$ cat config.mk
export PLATFORM = sky130hd
export DESIGN_NAME = rgbw_mult_scheduler_flat
export DESIGN_NICKNAME = d
export VERILOG_FILES = /design/src/rtl/rgbw_pkg.sv /design/src/rtl/rgbw_mult_scheduler_if.sv /design/src/rtl/rgbw_mult_scheduler.sv /design/src/flat_wrapper.sv
export SDC_FILE = /design/constraint.sdc
export NUM_CORES = 1
export LEC_CHECK = 0
export BUFFER_PORTS_ARGS = -buffer_cell sky130_fd_sc_hd__buf_2
export CAP_MARGIN = 10
export CORE_UTILIZATION = 51
export CTS_BUF_LIST = sky130_fd_sc_hd__clkbuf_8
export CTS_CLUSTER_DIAMETER = 50
export DETAILED_ROUTE_END_ITERATION = 10
export PLACE_DENSITY = 0.76
export SLEW_MARGIN = 20
export SYNTH_ARGS = -nofsm -noshare
export SYNTH_HDL_FRONTEND = slang
export SYNTH_SLANG_ARGS = --single-unit
$ cat constraint.sdc
create_clock -name clk -period 4.2 [get_ports clk]
set_input_delay 0.84 -clock clk [delete_from_list [all_inputs] [get_ports clk]]
set_output_delay 0.84 -clock clk [all_outputs]
set_load 0.05 [all_outputs]
$ cat src/rtl/rgbw_pkg.sv
`default_nettype none
// +----------------------------------------------------------------------+
// | Package     : rgbw_pkg                                               |
// | Description : Shared types and constants for the RGBW intensity      |
// |               scheduler (FSM encoding, channel order, rounding).     |
// | Revision    : 1.0 - initial release                                  |
// +----------------------------------------------------------------------+
package rgbw_pkg;

  typedef logic [7:0]  chan_t;
  typedef logic [15:0] prod_t;

  // Sequencer states
  typedef enum logic [2:0] {
    ST_IDLE   = 3'd0,
    ST_LOAD   = 3'd1,
    ST_WAIT   = 3'd2,
    ST_STORE  = 3'd3,
    ST_FINISH = 3'd4
  } state_t;

  // Channel processing order: red, green, blue, white
  localparam logic [1:0] CH_R = 2'd0;
  localparam logic [1:0] CH_G = 2'd1;
  localparam logic [1:0] CH_B = 2'd2;
  localparam logic [1:0] CH_W = 2'd3;

  localparam int          TIMEOUT_CYC_DEF = 64;
  localparam logic [16:0] ROUND_CONST     = 17'd128;

  // Round-to-nearest divide by 256 with saturation; the 17-bit sum keeps
  // the carry so that a full-scale product clamps instead of wrapping.
  function automatic chan_t scale_product(input prod_t res);
    logic [16:0] sum;
    sum = {1'b0, res} + ROUND_CONST;
    return sum[16] ? 8'hFF : sum[15:8];
  endfunction

endpackage
`default_nettype wire

$ cat src/rtl/rgbw_mult_scheduler_if.sv
`default_nettype none
// +----------------------------------------------------------------------+
// | Interface   : rgbw_mult_scheduler_if                                 |
// | Description : Control, channel data and shared-multiplier handshake  |
// |               bundle of the RGBW scheduler.                          |
// | Revision    : 1.0 - initial release                                  |
// +----------------------------------------------------------------------+
interface rgbw_mult_scheduler_if;
  import rgbw_pkg::*;

  logic  clk_half;
  logic  start;
  chan_t lint;
  chan_t red_in;
  chan_t green_in;
  chan_t blue_in;
  chan_t white_in;

  chan_t mult_a;
  chan_t mult_b;
  logic  mult_ld;
  logic  mult_rdy;
  prod_t mult_res;

  chan_t red_out;
  chan_t green_out;
  chan_t blue_out;
  chan_t white_out;
  logic  busy;
  logic  done;
  logic  err;

  // Environment side: drives requests and the multiplier result
  modport master (
    output clk_half, start, lint, red_in, green_in, blue_in, white_in,
    output mult_rdy, mult_res,
    input  mult_a, mult_b, mult_ld,
    input  red_out, green_out, blue_out, white_out, busy, done, err
  );

  // Scheduler side
  modport slave (
    input  clk_half, start, lint, red_in, green_in, blue_in, white_in,
    input  mult_rdy, mult_res,
    output mult_a, mult_b, mult_ld,
    output red_out, green_out, blue_out, white_out, busy, done, err
  );

endinterface
`default_nettype wire

$ cat src/rtl/rgbw_mult_scheduler.sv
`default_nettype none
// +----------------------------------------------------------------------+
// | Module      : rgbw_mult_scheduler                                    |
// | Description : Rescales four RGBW channels by a common intensity      |
// |               factor using one external 8x8 multiplier, one channel  |
// |               at a time, and commits all four results together.      |
// | Revision    : 1.0 - initial release                                  |
// +----------------------------------------------------------------------+
module rgbw_mult_scheduler
  import rgbw_pkg::*;
#(
  parameter int TIMEOUT_CYC = TIMEOUT_CYC_DEF
) (
  input  logic                 clk,
  input  logic                 reset,
  rgbw_mult_scheduler_if.slave bus
);

  localparam int              CNT_W    = $clog2(TIMEOUT_CYC + 1);
  localparam logic [CNT_W-1:0] CNT_LAST = CNT_W'(TIMEOUT_CYC - 1);

  state_t           state_q, state_d;
  logic [1:0]       idx_q, idx_d;
  chan_t            lint_q, lint_d;
  logic [3:0][7:0]  snap_q, snap_d;
  logic [3:0][7:0]  shadow_q, shadow_d;
  logic [3:0][7:0]  out_q, out_d;
  chan_t            res_q, res_d;
  logic [CNT_W-1:0] cnt_q, cnt_d;
  logic             busy_q, busy_d;
  logic             done_q, done_d;
  logic             err_q, err_d;

  logic  bypass;
  chan_t cur_val;
  logic  mult_phase;

  // Factors 0 and 255 are exact without the multiplier (255 would round down)
  assign bypass     = (lint_q == 8'h00) || (lint_q == 8'hFF);
  assign cur_val    = snap_q[idx_q];
  assign mult_phase = ((state_q == ST_LOAD) && !bypass) || (state_q == ST_WAIT);

  // Operands stay parked from LOAD until the result is taken; zero otherwise
  assign bus.mult_a  = mult_phase ? cur_val : 8'h00;
  assign bus.mult_b  = mult_phase ? lint_q  : 8'h00;
  // LOAD may span several clocks when clk_half is slow; pulse only on the enabled one
  assign bus.mult_ld = (state_q == ST_LOAD) && !bypass && bus.clk_half;

  assign bus.red_out   = out_q[CH_R];
  assign bus.green_out = out_q[CH_G];
  assign bus.blue_out  = out_q[CH_B];
  assign bus.white_out = out_q[CH_W];
  assign bus.busy      = busy_q;
  assign bus.done      = done_q;
  assign bus.err       = err_q;

  // Register bank; asynchronous reset aborts any sequence in flight
  always_ff @(posedge clk or posedge reset) begin
    if (reset) begin
      state_q  <= ST_IDLE;
      idx_q    <= CH_R;
      lint_q   <= '0;
      snap_q   <= '0;
      shadow_q <= '0;
      out_q    <= '0;
      res_q    <= '0;
      cnt_q    <= '0;
      busy_q   <= 1'b0;
      done_q   <= 1'b0;
      err_q    <= 1'b0;
    end else begin
      state_q  <= state_d;
      idx_q    <= idx_d;
      lint_q   <= lint_d;
      snap_q   <= snap_d;
      shadow_q <= shadow_d;
      out_q    <= out_d;
      res_q    <= res_d;
      cnt_q    <= cnt_d;
      busy_q   <= busy_d;
      done_q   <= done_d;
      err_q    <= err_d;
    end
  end

  // Next-state logic; everything holds on disabled cycles except done, which self-clears
  always_comb begin
    state_d  = state_q;
    idx_d    = idx_q;
    lint_d   = lint_q;
    snap_d   = snap_q;
    shadow_d = shadow_q;
    out_d    = out_q;
    res_d    = res_q;
    cnt_d    = cnt_q;
    busy_d   = busy_q;
    done_d   = 1'b0;
    err_d    = err_q;

    if (bus.clk_half) begin
      case (state_q)
        ST_IDLE: begin
          if (bus.start) begin
            lint_d  = bus.lint;
            snap_d  = {bus.white_in, bus.blue_in, bus.green_in, bus.red_in};
            idx_d   = CH_R;
            err_d   = 1'b0;
            busy_d  = 1'b1;
            cnt_d   = '0;
            state_d = ST_LOAD;
          end
        end

        ST_LOAD: begin
          cnt_d = '0;
          if (bypass) begin
            res_d   = (lint_q == 8'h00) ? 8'h00 : cur_val;
            state_d = ST_STORE;
          end else begin
            state_d = ST_WAIT;
          end
        end

        ST_WAIT: begin
          if (bus.mult_rdy) begin
            res_d   = scale_product(bus.mult_res);
            state_d = ST_STORE;
          end else if (cnt_q == CNT_LAST) begin
            // Abort: committed outputs are left untouched
            err_d   = 1'b1;
            done_d  = 1'b1;
            busy_d  = 1'b0;
            state_d = ST_IDLE;
          end else begin
            cnt_d = cnt_q + CNT_W'(1);
          end
        end

        ST_STORE: begin
          shadow_d[idx_q] = res_q;
          if (idx_q == CH_W) begin
            state_d = ST_FINISH;
          end else begin
            idx_d   = idx_q + 2'd1;
            state_d = ST_LOAD;
          end
        end

        ST_FINISH: begin
          out_d   = shadow_q;
          done_d  = 1'b1;
          busy_d  = 1'b0;
          state_d = ST_IDLE;
        end

        default: begin
          state_d = ST_IDLE;
        end
      endcase
    end
  end

endmodule
`default_nettype wire

$ cat src/flat_wrapper.sv
// flat-port wrapper written by rule: the top's interface ports become plain ports
module rgbw_mult_scheduler_flat import rgbw_pkg::*;
#(
  parameter int TIMEOUT_CYC = TIMEOUT_CYC_DEF
)
  (clk, reset, bus_clk_half, bus_start, bus_lint, bus_red_in, bus_green_in, bus_blue_in, bus_white_in, bus_mult_rdy, bus_mult_res, bus_mult_a, bus_mult_b, bus_mult_ld, bus_red_out, bus_green_out, bus_blue_out, bus_white_out, bus_busy, bus_done, bus_err);
  rgbw_mult_scheduler_if bus_i ();
  input  logic clk;
  input  logic reset;
  input wire logic [$bits(bus_i.clk_half)-1:0] bus_clk_half;
  input wire logic [$bits(bus_i.start)-1:0] bus_start;
  input wire logic [$bits(bus_i.lint)-1:0] bus_lint;
  input wire logic [$bits(bus_i.red_in)-1:0] bus_red_in;
  input wire logic [$bits(bus_i.green_in)-1:0] bus_green_in;
  input wire logic [$bits(bus_i.blue_in)-1:0] bus_blue_in;
  input wire logic [$bits(bus_i.white_in)-1:0] bus_white_in;
  input wire logic [$bits(bus_i.mult_rdy)-1:0] bus_mult_rdy;
  input wire logic [$bits(bus_i.mult_res)-1:0] bus_mult_res;
  output wire logic [$bits(bus_i.mult_a)-1:0] bus_mult_a;
  output wire logic [$bits(bus_i.mult_b)-1:0] bus_mult_b;
  output wire logic [$bits(bus_i.mult_ld)-1:0] bus_mult_ld;
  output wire logic [$bits(bus_i.red_out)-1:0] bus_red_out;
  output wire logic [$bits(bus_i.green_out)-1:0] bus_green_out;
  output wire logic [$bits(bus_i.blue_out)-1:0] bus_blue_out;
  output wire logic [$bits(bus_i.white_out)-1:0] bus_white_out;
  output wire logic [$bits(bus_i.busy)-1:0] bus_busy;
  output wire logic [$bits(bus_i.done)-1:0] bus_done;
  output wire logic [$bits(bus_i.err)-1:0] bus_err;
  assign bus_i.clk_half = bus_clk_half;
  assign bus_i.start = bus_start;
  assign bus_i.lint = bus_lint;
  assign bus_i.red_in = bus_red_in;
  assign bus_i.green_in = bus_green_in;
  assign bus_i.blue_in = bus_blue_in;
  assign bus_i.white_in = bus_white_in;
  assign bus_i.mult_rdy = bus_mult_rdy;
  assign bus_i.mult_res = bus_mult_res;
  assign bus_mult_a = bus_i.mult_a;
  assign bus_mult_b = bus_i.mult_b;
  assign bus_mult_ld = bus_i.mult_ld;
  assign bus_red_out = bus_i.red_out;
  assign bus_green_out = bus_i.green_out;
  assign bus_blue_out = bus_i.blue_out;
  assign bus_white_out = bus_i.white_out;
  assign bus_busy = bus_i.busy;
  assign bus_done = bus_i.done;
  assign bus_err = bus_i.err;
  rgbw_mult_scheduler #(.TIMEOUT_CYC(TIMEOUT_CYC)) u_core (.clk(clk), .reset(reset), .bus(bus_i));
endmodule
; ---- Word-level counts from Yosys, hierarchy flattened
; Cells that the tools add are included.
[word_totals]
input_bits = 61
word_cells = 99
regBits = 127
out_inout_bits = 52
[classes]
n_mux = 37
order_cmp = 2
n_reduce_logical = 22
addsub = 3
n_eq_ne = 15
[ops]
columns = cell, n
row1 = 2-to-1 mux 8 bit, 8
row2 = bitwise mux 32 bit, 1
row3 = 2-to-1 mux 7 bit, 3
row4 = case mux 7 bit (3 select lines), 1
row5 = adder 16 x 8 -> 17 bit (second input constant), 1
row6 = binary-select mux 8 bit (select 2 bit), 1
row7 = demux 8 bit (select 2 bit), 1
row8 = case mux 8 bit (2 select lines), 1
row9 = AND reduction 5 bit, 3
row10 = 2-to-1 mux 3 bit, 4
row11 = != test 2 bit (second input constant), 6
row12 = case mux 3 bit (4 select lines), 1
row13 = 2-to-1 mux 1 bit, 10
row14 = equality test 8 bit (second input constant), 1
row15 = zero test 8 bit, 1
row16 = AND reduction 4 bit, 2
row17 = adder 7 x 1 -> 7 bit (second input constant), 1
row18 = equality test 7 x 6 -> 1 bit (second input constant), 1
row19 = equality test 3 x 2 -> 1 bit (second input constant), 2
row20 = AND reduction 3 bit, 2
row21 = nonzero test 2 bit, 3
row22 = nonzero test 3 bit, 2
row23 = 2-to-1 mux 2 bit, 2
row24 = case mux 1 bit (2 select lines), 2
row25 = other kinds (15), 19

; ---- Logic depth before layout (Yosys ltp)
[depth]
ltp_word = 6
depth_mapped = 7

; ---- Worst setup path after synthesis
; Ideal clock, no wire load.
[synth_path]
path_type = flip-flop to output port
from = register u_core.state_q[2]
to = output port bus_mult_a[6]
t_arrival_ps = 1754
n_path_buf = 2
path_stages_with_launch = 7
slack_ps = 1606
t_required_ps = 3360
path_cell_list = dfrtp_1 buf_2 nor3b_1 inv_1 o21ai_1 clkbuf_1 and2_1
[synth_via]
elab_chain_len = 4
[synth_lines]
columns = element, line_no
row1 = start: declaration, rgbw_mult_scheduler.sv:22  ; state_t state_q, state_d;
row2 = start signal: assignment, rgbw_mult_scheduler.sv:72  ; state_q <= state_d;
row3 = equality test 3 x 1 -> 1 bit, rgbw_mult_scheduler.sv:41  ; assign mult_phase = ((state_q == ST_LOAD) && !bypass) || (state_q == ST_WAIT);
row4 = logical AND 1 bit, rgbw_mult_scheduler.sv:41
row5 = logical OR 1 bit *, rgbw_mult_scheduler.sv:41
row6 = 2-to-1 mux 8 bit *, rgbw_mult_scheduler.sv:44  ; assign bus.mult_a = mult_phase ? cur_val : 8'h00;
row7 = end: declaration, flat_wrapper.sv:19  ; output wire logic [$bits(bus_i.mult_a)-1:0] bus_mult_a;
; Mark *: on every way between the ends. The rest lies on a longest branch, timed or not.

; ---- Worst setup path after layout
[layout_path]
from = register u_core.state_q[0]
to = output port bus_mult_a[3]
; The elaborated chain is that of the path after synthesis.

==> summary.txt <==
Critical path
  • Crit Reg-Reg Startpoint: u_core.state_q[0]
  • CP Data Required Time: 3.36 ns
  • Maximum fanout along the worst path: 16
  • Largest stage delay, worst path: 0.56 ns
  • Buf/Inv on CP: 2
  • Crit-path slowest cell: dfrtp_1
  • CP Class: reg -> out
  • WP data arrival: 2.70 ns
  • CP Launch Type: flip-flop
  • Worst Setup SP: u_core.state_q[0]
  • CP Capture Type: output pin
  • Top delay family on crit path: simple AND/OR/NAND/NOR gates
  • Crit path cell chain: nor2_1 > nand2_1 > o21ai_1 > buf_4 > and2_1 > buf_2

Timing
  • Slew headroom: 55.4%
  • Post-Route Setup TNS: 0 ns
  • Max-slew violation count: 0
  • Worst Tran Pin Value: 0.670 ns
  • Unrepaired setup endpoints after global routing: no
  • Tmin final: 3.54 ns
  • Final setup vio count: 0
  • FMAX: 282 MHz
  • Final hold vios: 0
  • Tcrit/Tclk final: 84.4%
  • Post-Route Skew: 0.00873 ns

Floorplanning
  • Die Y: 108 um
  • # rows: 38
  • Die ar.: 11600 um^2
  • Core Box Area: 10800 um^2
  • Die W: 108 um
  • I/O Pins: 113
  • Starting Density: 52.4%

Yosys
  • Synth Net Count: 488
  • Post-synth EDFFs: 0
  • Post-Syn Instances: 421
  • Ranking of synthesized cells by area: dfrtp_1, mux2_2, mux2_1
  • Cell type contributing the most total cell area after synthesis: dfrtp_1
  • Ys async rst share: 100%
  • Distinct cells, synth: 52
  • Share of the synthesized area in the top cell type: 56.0%
  • Avg Cell Area, Syn: 13.5 um^2
  • Synthesis-stage register bit count: 127
  • Yosys warning total: 0
  • Synth Flop Type: dfrtp_1
  • Seq/Total Area, Yosys: 56.0%
  • Mapped Area: 5680 um^2

Routing
  • Final wirelength: 10900 um
  • Drt drc: 1
  • Vias: 3699
  • Pre-antenna DRT Iters: 7
  • Routed vias/inst: 5.41
  • Wire per inst: 16.0 um
  • ANT nets after route: 0
  • Iteration-0 DRC count of the detailed router: 171

Worst hold path
  • Hold path start: u_core.bus.white_out[7]
  • Min-Delay Path Class: reg -> reg

Clock network
  • Num CTS Buffers: 17
  • Post_cts resized: 0
  • Clock slew at reported path FFs: 0.08 ns
  • Worst-Skew Late Latency: 0.43 ns
  • H-tree depth: 4
  • Root Driver: clkbuf_8
  • TritonCTS clock tree: built
  • CTS Sinks: 127
  • Clock Path Buffers: 2
  • Hold_buf cts: 0
  • Number of setup buffers added after CTS: 0

Final layout
  • Area grow syn2layout: 18.6%
  • Post-layout nets: 598
  • Layout fillers: 885
  • Layout cells sized above 1: 41.4%
  • Diodes inserted: 0
  • Register Area: 3180 um^2
  • Final instance area: 6740 um^2
  • Multi-input logic area: 2380 um^2

Power
  • Worst IR Drop VDD: 422 uV
  • PwrDens: 674 nW/um^2
  • Leak: 3.37 nW

Global route
  • Vias in the first global route: 3810
  • GRT overflow: 0
  • Total track usage: 20.8%
  • Initial antenna violation count: 0
  • First-pass GRT wire length: 18200 um
  • Pin count of the biggest net entering global routing: 80

Placement
  • Placed Area: 6340 um^2
  • DP Wirelength: 7900 um
  • I/O Buffers: 105
  • Global placement routability congestion: 0.866

Outcome
  • Failing checks: design-rule violations
  • Outcome: finished, violations left

Job
  • Max Cap Violations: 0
[cells in the mapped netlist, drive strengths merged, types with 5 or more instances]
| cell type | count |
|---|---|
| nand2 | 26 |
| buf | 14 |
| and2 | 19 |
| nor2 | 15 |
| ha | 6 |
| inv | 8 |
| dfrtp | 127 |
| o21ai | 11 |
| a31oi | 5 |
| mux2 | 112 |
| nand4 | 6 |
| a21oi | 7 |
| clkbuf | 5 |
| mux4 | 8 |
[routing by layer]
layer  up-vias  track usage, %  share of wire, %
met5         -               0                 0
met4         0            9.00               2.3
met3        22            6.36               6.4
met2       125            32.2                46
met1      1808            27.0                45
li1       1744               -                 -
[layout by cell type, fill, tap and decap left out, drive strengths merged, types with 5 or more instances in the layout]
cell type / count
and2: 19
a21oi: 7
clkinv: 7
dfrtp: 127
o21ai: 11
nand2: 26
ha: 6
nand4: 6
buf: 110
a31oi: 5
clkbuf: 17
inv: 11
mux4: 8
nor2: 15
mux2: 112
[where the power goes]
part	internal [mW]	total, mW	switching, mW	leakage, nW
clock network	0.534	1.04	0.506	0.197
logic	0.693	1.59	0.899	1.52
registers	1.59	1.91	0.320	1.65
[per-stage QoR]
step	setup slack, ns	util, %	power [mW]	std cells	hold WS [ns]
after detailed placement	1.15	58.5	3.54	652	0.469
after global routing	0.492	62.2	4.82	684	0.505
after global placement	1.22	58.5	3.48	652	0.461
after CTS	0.658	62.2	4.59	684	0.483
after floorplan	1.61	-	3.13	421	0.449
final	0.656	62.2	4.54	684	0.480
[layout make-up]
type | instances | share of cell area, %
clock inverters | 15 | 2.38
multi-input cells | 267 | 35.3
clock buffers | 17 | 3.47
well taps | 140 | 2.60
inverters | 8 | 0.501
flip-flops and latches | 127 | 47.2
repair buffers | 110 | 8.54
[final timing paths]
check	slack [ns]	to	cells after the start
max	0.66	bus_mult_a[3]	6
min in group asynchronous	0.50	u_core.bus.white_out[6]	2
min	0.48	u_core.bus.white_out[7]	1
max in group asynchronous	2.91	u_core.snap_q[3]	3
max reg2reg	2.05	u_core.res_q[7]	4
min reg2reg	0.48	u_core.bus.white_out[7]	1
[kinds of logic after synthesis]
family	share of synthesized area, %
flip-flops	56.0
multiplexers	26.2
AND/OR/NAND/NOR	8.92
AO/OA/AOI/OAI	5.18
buffers and inverters	2.12
adder cells (fa/ha/maj)	1.32
XOR/XNOR	0.308
[state kept, by name, summed over array words and instances, names as in the netlist, 3 cells and up]
name                  count
u_core.bus.blue_out       8
u_core.bus.green_out      8
u_core.bus.red_out        8
u_core.bus.white_out      8
u_core.cnt_q              7
u_core.lint_q             8
u_core.res_q              8
u_core.shadow_q          32
u_core.snap_q            32
u_core.state_q            3
(Power assumes the default switching activity.)
